File: src/rtl/reorder_buffer.sv
// In-order retirement buffer: allocates 3-bit tags at dispatch, captures CDB results,
// retires the oldest completed entry per cycle and forwards finished results to operand reads.
module reorder_buffer #(
  parameter int DEPTH = 8
) (
  input  logic        clk,
  input  logic        rst,
  input  logic        alloc_req,
  input  logic [4:0]  alloc_dest,
  output logic        alloc_ready,
  output logic [2:0]  alloc_tag,
  input  logic        cdb_valid,
  input  logic [2:0]  cdb_tag,
  input  logic [31:0] cdb_data,
  input  logic        flush,
  input  logic [2:0]  rd_tag_a,
  input  logic [2:0]  rd_tag_b,
  output logic        rd_ready_a,
  output logic        rd_ready_b,
  output logic [31:0] rd_data_a,
  output logic [31:0] rd_data_b,
  output logic        commit_valid,
  output logic        commit_load,
  output logic [4:0]  commit_dest,
  output logic [31:0] commit_data,
  output logic [2:0]  commit_tag,
  output logic [3:0]  count,
  output logic        empty
);

  localparam logic [3:0] FULL = 4'(DEPTH);

  typedef struct packed {
    logic        busy;
    logic        done;
    logic [4:0]  dest;
    logic [31:0] data;
  } entry_t;

  entry_t      ent_q [DEPTH];
  entry_t      ent_d [DEPTH];
  logic [2:0]  head_q, head_d;
  logic [2:0]  tail_q, tail_d;
  logic [3:0]  count_q, count_d;
  logic        alloc_fire;

  assign alloc_ready  = (count_q != FULL);
  assign alloc_fire   = alloc_req && alloc_ready;
  assign alloc_tag    = tail_q;
  assign count        = count_q;
  assign empty        = (count_q == 4'd0);

  // Commit port is purely combinational from head so the register file writes at the ending edge.
  assign commit_valid = ent_q[head_q].busy && ent_q[head_q].done && !flush;
  assign commit_dest  = ent_q[head_q].dest;
  assign commit_data  = ent_q[head_q].data;
  assign commit_tag   = head_q;
  assign commit_load  = commit_valid && (commit_dest != 5'd0);

  // Stored result first, then same-cycle CDB bypass for a busy entry.
  function automatic logic [32:0] forward(input logic [2:0] tag);
    if (ent_q[tag].done)
      return {1'b1, ent_q[tag].data};
    else if (cdb_valid && (cdb_tag == tag) && ent_q[tag].busy)
      return {1'b1, cdb_data};
    else
      return 33'd0;
  endfunction

  always_comb begin
    {rd_ready_a, rd_data_a} = forward(rd_tag_a);
    {rd_ready_b, rd_data_b} = forward(rd_tag_b);
  end

  always_comb begin
    // NOTE: every comb output gets a default first so no path leaves it unassigned (no latches).
    ent_d   = ent_q;
    head_d  = head_q;
    tail_d  = tail_q;
    count_d = count_q;
    if (flush) begin
      for (int i = 0; i < DEPTH; i++) begin
        ent_d[i].busy = 1'b0;
        ent_d[i].done = 1'b0;
      end
      head_d  = '0;
      tail_d  = '0;
      count_d = '0;
    end else begin
      if (cdb_valid && ent_q[cdb_tag].busy && !ent_q[cdb_tag].done) begin
        ent_d[cdb_tag].done = 1'b1;
        ent_d[cdb_tag].data = cdb_data;
      end
      if (commit_valid) begin
        ent_d[head_q].busy = 1'b0;
        head_d             = head_q + 3'd1;
      end
      // Tail is never busy when allocation fires, so it cannot collide with capture or commit.
      if (alloc_fire) begin
        ent_d[tail_q].busy = 1'b1;
        ent_d[tail_q].done = 1'b0;
        ent_d[tail_q].dest = alloc_dest;
        tail_d             = tail_q + 3'd1;
      end
      count_d = count_q + {3'd0, alloc_fire} - {3'd0, commit_valid};
    end
  end

  always_ff @(posedge clk or negedge rst) begin
    if (!rst) begin
      // NOTE: entry storage is reset too, because the commit outputs must read zero out of reset.
      for (int i = 0; i < DEPTH; i++) ent_q[i] <= '0;
      head_q  <= '0;
      tail_q  <= '0;
      count_q <= '0;
    end else begin
      // NOTE: non-blocking assignments for all state so every register samples pre-edge values.
      for (int i = 0; i < DEPTH; i++) ent_q[i] <= ent_d[i];
      head_q  <= head_d;
      tail_q  <= tail_d;
      count_q <= count_d;
    end
  end

endmodule

File: config.mk
export PLATFORM = sky130hd
export DESIGN_NAME = reorder_buffer
export DESIGN_NICKNAME = d
export VERILOG_FILES = /design/src/rtl/reorder_buffer.sv
export SDC_FILE = /design/constraint.sdc
export NUM_CORES = 1
export LEC_CHECK = 0
export BUFFER_PORTS_ARGS = -buffer_cell sky130_fd_sc_hd__buf_2
export CORE_UTILIZATION = 55
export DETAILED_ROUTE_END_ITERATION = 12
export GPL_ROUTABILITY_DRIVEN = 0
export MAX_ROUTING_LAYER = met4
export PLACE_DENSITY = 0.77
export SYNTH_ARGS = -nofsm -noshare
export SYNTH_HDL_FRONTEND = slang
export SYNTH_SLANG_ARGS = --single-unit
File: constraint.sdc
create_clock -name clk -period 3.05 [get_ports clk]
set_clock_uncertainty 0.1 [all_clocks]
set_input_delay 0.1525 -clock clk [delete_from_list [all_inputs] [get_ports clk]]
set_output_delay 0.1525 -clock clk [all_outputs]
set_load 0.01 [all_outputs]
==> flow_metrics.env, run 1 <==
export IMPL_power_density_nw_per_um2=543
export IMPL_final_setup_tns_ns=0
export IMPL_reg2reg_slack_ns=0.16
export IMPL_maxCapViolCount=0
export IMPL_grt_pass1_wl_microns=89200
export IMPL_cts_num_sinks=322
export IMPL_synthesis_nets=1541
export IMPL_routedWlPerCell_microns=27.3
export IMPL_period_needed_ns=2.99
export IMPL_cp_data_arrival_time_ns=2.74
export IMPL_fp_dieH_microns=190
export IMPL_synth_area_per_cell_sq_um=13.2
export IMPL_wl_microns=57800
export IMPL_area_delta_synth_final_pct=16.8
export IMPL_crit_path_start_kind="flip-flop"
export IMPL_startpoint="commit_tag[2]$_DFFE_PN0P_"
export IMPL_max_slew_worst_pin_slew_ns=1.25
export IMPL_rr_startpoint="commit_tag[1]$_DFFE_PN0P_"
export IMPL_critPathTopFamily="compound AO/OA/AOI/OAI gates"
export IMPL_cp_depth=6
export IMPL_grt_start_max_net_pins=71
export IMPL_htree_levels=2
export IMPL_rsz0062_at_grt="false"
export IMPL_avgViaCountPerCell=6.99
export IMPL_synth_edff_count=0
export IMPL_fin_util_pct=65.7
export IMPL_cts_made_buffers=37
export IMPL_endpoint="commit_load"
export IMPL_power_leakage_nw=10.8
export IMPL_ir_drop_v=0.000429
export IMPL_met3_usage_pct=6.50
export IMPL_reg2regPathDepth=11
export IMPL_ys_ff_latch=322
export IMPL_final_common_cell="dfrtp_1"
export IMPL_crit_required_ns=2.80
export IMPL_cp_max_fo=35
export IMPL_std_cell_rows=68
export IMPL_yosys_warnings=0
export IMPL_grt_busiest_layer="met2"
export IMPL_synthArstFlopShare_pct=100
export IMPL_netlist_area_sq_um=19500
export IMPL_max_stage_delay_ns=0.49
export IMPL_synth_distinct_cells=61
export IMPL_port_buffers=167
export IMPL_antenna_left=0
export IMPL_finalCritPeriodShare_pct=98.1
export IMPL_fp_dieArea_sq_um=36300
export IMPL_end_kind="output port"
export IMPL_synth_cells=1481
export IMPL_start_util_pct=56.2
export IMPL_layout_common_cells="319 x dfrtp_1, 195 x mux2_2, 162 x buf_2, 140 x mux4_2, 126 x a22oi_1"
export IMPL_cts_root_buffer="clkbuf_16"
export IMPL_worstHoldPathType="in2reg"
export IMPL_cts_tree="built"
export IMPL_path_class="reg2out"
export IMPL_grt_use_met2_pct=51.1
export IMPL_die_w_microns=190
export IMPL_grtUsageTotal_pct=33.4
export IMPL_grt_pass1_vias=15090
export IMPL_r2r_end="count[2]$_DFF_PN0_"
export IMPL_use_met1_pct=43.2
export IMPL_overflow=0
export IMPL_hpwl_microns=33700
export IMPL_final_nets=1692
export IMPL_slew_viol_final=0
export IMPL_firstDrtPassIters=6
export IMPL_ys_seq_area_share_pct=41.3
export IMPL_slew_headroom_pct=16.1
export IMPL_critical_path_cell_chain="and3b_2 > buf_4 > a22o_1 > or3_1 > o41a_1 > buf_2"
export IMPL_worst_path_max_delay_cell="dfrtp_2"
export IMPL_drc=0
export IMPL_outcome="finished clean"
export IMPL_antenna_found_initial=1
export IMPL_core_sq_um=34700
export IMPL_synthFlopType="dfrtp_1"
export IMPL_max_freq_mhz=334
export IMPL_ioPinCount=168
export IMPL_insertion_delay_ns=0.52
export IMPL_cts_max_path_buffers=3
export IMPL_clk_pin_slew_worst_paths_ns=0.06
export IMPL_worst_path_buf_inv=2
export IMPL_vias=14770
export IMPL_drive_above_1_share_pct=45.0
export IMPL_hold_viol_final=0
export IMPL_setup_viol=0
export IMPL_drt_initial_drc_count=1350
[cells by family (layout without fill, tap and decap cells)]
kind of cell / after synthesis / after routing / share of synthesized area, %
and+or+nand+nor: 201 / 201 / 5.55
AOI/OAI and AO/OA: 248 / 248 / 9.13
DFF: 322 / 322 / 41.3
xor gates and xnor gates: 9 / 9 / 0.404
muxes: 514 / 514 / 38.9
adders and majority gates: 9 / 9 / 0.615
buffers and inverters: 178 / 355 / 4.08
other: 0 / 1 / 0
[sequential cells by signal, indices dropped and copies added, names as in the netlist]
register    count
ent_q         312
count           4
alloc_tag       3
commit_tag      3
[where the power goes]
part	internal, mW	leakage (nW)	switching [mW]	total, mW
registers	4.84	4.34	0.540	5.38
logic	1.37	5.79	1.06	2.43
clock network	2.79	0.622	1.78	4.57
[worst min-delay path, stage by stage]
cell	delay, ns
buf_2	0.09
and2_1	0.21
nand2_1	0.10
a21oi_1	0.05
[worst min-delay path by stage]
stage               depth (start not counted)                        to        from  slack (ns)
floorplan                                   0  alloc_tag[0]$_DFFE_PN0P_         rst       -0.24
finish                                      4  alloc_tag[1]$_DFFE_PN0P_   alloc_req        0.02
CTS                                         3       ent_q[37]$_DFF_PN0_  cdb_tag[1]       0.001
global route                                4  alloc_tag[1]$_DFFE_PN0P_   alloc_req        0.04
detailed placement                          1    ent_q[278]$_DFFE_PN0P_         rst        0.07
global placement                            1    ent_q[239]$_DFFE_PN0P_         rst        0.07
[through the flow]
| step | cells | instance area [sq um] | hold slack (ns) | setup slack [ns] | total power [mW] |
|---|---|---|---|---|---|
| finish | 2114 | 22800 | 0.0203 | 0.0578 | 12.4 |
| global route | 2114 | 22800 | 0.0352 | 0.00366 | 12.9 |
| CTS | 2110 | 22800 | 0.00103 | 0.00229 | 12.4 |
| detailed placement | 2003 | 21100 | 0.0681 | 0.174 | 7.81 |
| global placement | 2003 | 21100 | 0.0661 | 0.221 | 7.68 |
| floorplan | 1481 | 19500 | -0.243 | 0.0326 | 6.99 |
[routing by layer]
metal	up-vias	wire, microns
met5	-	0
met4	0	2740
met3	227	5930
met2	942	27300
met1	7500	21900
li1	6101	-
[synth_stat cells (6+ instances only)]
| master | number | area, sq um |
|---|---|---|
| mux4_2 | 140 | 3150 |
| mux2_2 | 195 | 2200 |
| nor2_1 | 22 | 82.6 |
| nor3_1 | 9 | 45.0 |
| xnor2_1 | 7 | 61.3 |
| nand2_1 | 83 | 312 |
| o22ai_1 | 65 | 407 |
| o21ai_0 | 12 | 60.1 |
| inv_1 | 15 | 56.3 |
| ha_1 | 8 | 100 |
| mux2i_1 | 73 | 731 |
| buf_2 | 28 | 140 |
| nand3_1 | 8 | 40.0 |
| clkbuf_1 | 106 | 398 |
| a22oi_1 | 126 | 946 |
| mux2_1 | 18 | 203 |
| dfrtp_1 | 322 | 8060 |
| buf_6 | 12 | 135 |
| buf_1 | 15 | 56.3 |
| nand2b_1 | 6 | 37.5 |
| nand4_1 | 31 | 194 |
| a21oi_1 | 9 | 45.0 |
| mux2_4 | 88 | 1320 |
| nor2b_1 | 6 | 37.5 |
[cell type report]
cell class,instances,area (sq um)
Fill cell,2489,11900
Multi-Input combinational cell,981,10800
Sequential cell,322,8060
Timing Repair Buffer,274,2070
Clock buffer,52,1070
Tap cell,455,569
Clock inverter,13,176
Inverter,16,60.1
Antenna cell,1,2.50
[what timing repair did]
action                                  in CTS  in global routing
hold buffers                                39                  0
setup buffers                                3                  3
endpoints found under the setup margin       7                  4
cloned                                       0                  0
gates resized for setup                      3                  2
endpoints found under the hold margin      376                  0
Power figures use the tool's default switching activity.
==> run 2, diff against run 1 <==
- RECOVER_POWER: default -> 50
==> run 2 against run 1 <==
The run now ends with max-capacitance violations, max-slew violations left. Die area is the same. Sequential power hardly changed. Via count is 0.58% higher. Utilization decreased by 0.32 points. Worst setup slack barely moved. First-iteration DRC count is 1.5% higher. Power fell by 0.18%.
==> flow_metrics.env, run 2 (synthesis gave the netlist of run 1 again) <==
export IMPL_path_class="reg2out"
export IMPL_slew_viol_final=69
export IMPL_cts_num_sinks=322
export IMPL_cts_tree="built"
export IMPL_drive_above_1_share_pct=43.5
export IMPL_drc=0
export IMPL_p_int_mw=8.97
export IMPL_largest_register_ff_count=312
export IMPL_area_delta_synth_final_pct=16.2
export IMPL_routedWlPerCell_microns=27.4
export IMPL_grt_pass1_vias=15090
export IMPL_holdWs_ns=0.0330
export IMPL_crit_required_ns=2.80
export IMPL_layout_common_cells="319 x dfrtp_1, 194 x mux2_2, 152 x buf_2, 140 x mux4_2, 126 x a22oi_1"
export IMPL_fp_dieH_microns=190
export IMPL_grt_start_max_net_pins=71
export IMPL_regMostFlops="ent_q"
export IMPL_antenna_left=0
export IMPL_dp_cells=2003
export IMPL_fin_cells=2114
export IMPL_fp_dieArea_sq_um=36300
export IMPL_place_worst_setup_slack_ns=0.174
export IMPL_setup_viol=0
export IMPL_max_slew_worst_pin_slew_ns=1.90
export IMPL_ioPinCount=168
export IMPL_hold_viol_final=0
export IMPL_core_sq_um=34700
export IMPL_final_setup_tns_ns=0
export IMPL_power_leakage_nw=10.7
export IMPL_rsz0062_at_grt="false"
export IMPL_crit_path_start_kind="flip-flop"
export IMPL_power_density_nw_per_um2=545
export IMPL_cts_root_buffer="clkbuf_16"
export IMPL_clk_pin_slew_worst_paths_ns=0.06
export IMPL_std_cell_rows=68
export IMPL_dpl_cell_area_sq_um=21100
export IMPL_worst_slack_ns=0.0574
export IMPL_end_kind="output port"
export IMPL_p_clk_share_pct=37.0
export IMPL_violations="max-capacitance violations, max-slew violations"
export IMPL_cts_max_path_buffers=3
export IMPL_pwr_share_seq_pct=43.5
export IMPL_die_w_microns=190
export IMPL_maxCapViolCount=1
export IMPL_hpwl_microns=33700
export IMPL_pwr_share_comb_pct=19.5
export IMPL_final_nets=1692
export IMPL_post_route_cell_area_sq_um=22700
export IMPL_slew_headroom_pct=-26.8
export IMPL_cp_data_arrival_time_ns=2.74
export IMPL_wl_microns=58000
export IMPL_cts_made_buffers=37
export IMPL_firstDrtPassIters=5
export IMPL_period_needed_ns=2.99
export IMPL_grtUsageTotal_pct=33.4
export IMPL_swShare_pct=27.4
export IMPL_overflow=0
export IMPL_drt_initial_drc_count=1370
export IMPL_avgViaCountPerCell=7.03
export IMPL_insertion_delay_ns=0.52
export IMPL_start_util_pct=56.2
export IMPL_max_freq_mhz=334
export IMPL_outcome="finished, violations left"
export IMPL_fin_util_pct=65.4
export IMPL_power_mw=12.4
export IMPL_vias=14855
export IMPL_worstHoldPathType="in2reg"
export IMPL_htree_levels=2
export IMPL_port_buffers=167
export IMPL_antenna_found_initial=1
export IMPL_power_switching_mw=3.39
export IMPL_cp_max_fo=35
export IMPL_finalCritPeriodShare_pct=98.1
export IMPL_final_common_cell="dfrtp_1"
export IMPL_grt_pass1_wl_microns=89200
export IMPL_ir_drop_v=0.000425
run 2: changes by cell type in the layout (fill, tap and decap cells not counted), sizes merged:
cell	change
buf	-21
clkbuf	+21
run 2: power by group through the flow:
stage,sequential (mW),combinational (mW),clock (mW)
2_1_floorplan,5.25,1.74,0
3_3_place_gp,5.37,2.31,0
3_5_place_dp,5.42,2.39,0
4_1_cts,5.36,2.44,4.63
5_1_grt,5.45,2.60,4.80
6_report,5.38,2.41,4.57
run 2: routing by layer:
layer / GRT usage (%) / up-vias / wire length [microns]
met1: 43.2 / 7589 / 22100
met5: - / - / 0
met2: 51.1 / 953 / 27500
li1: - / 6088 / -
met4: 15.5 / 0 / 2750
met3: 6.50 / 225 / 5690
run 2: final timing paths:
check	startpoint	endpoint	slack, ns	depth (start not counted)
worst max register to register	ent_q[310]$_DFF_PN0_	ent_q[276]$_DFFE_PN0P_	0.06	7
max in group asynchronous	rst	ent_q[106]$_DFFE_PN0P_	0.52	3
worst min-delay path	cdb_tag[1]	ent_q[37]$_DFF_PN0_	0.03	3
worst min register to register	ent_q[35]$_DFFE_PN0P_	ent_q[35]$_DFFE_PN0P_	0.40	1
worst max-delay path	commit_tag[2]$_DFFE_PN0P_	commit_load	0.06	6
min in group asynchronous	rst	ent_q[83]$_DFFE_PN0P_	0.60	2
run 2: what timing repair did:
item | CTS | global route
endpoints found under the hold margin | 376 | 0
hold buffers | 39 | 0
endpoints found under the setup margin | 7 | 4
gates resized for setup | 3 | 2
buffers inserted | 3 | 3
run 2: critical path: stages, from the launching register on:
cell     delay [ns]
dfrtp_2        0.49
and3b_2        0.25
buf_4          0.35
a22o_1         0.35
or3_1          0.31
o41a_1         0.32
buf_2          0.14
run 2: final cells by class:
cell class / count / area (sq um)
diodes: 1 / 2.50
clock buffers: 52 / 1070
clock inverters: 13 / 176
fillers: 2518 / 12000
inverters: 16 / 60.1
multi-input cells: 981 / 10700
flip-flops and latches: 322 / 8060
well taps: 455 / 569
repair buffers: 274 / 2000
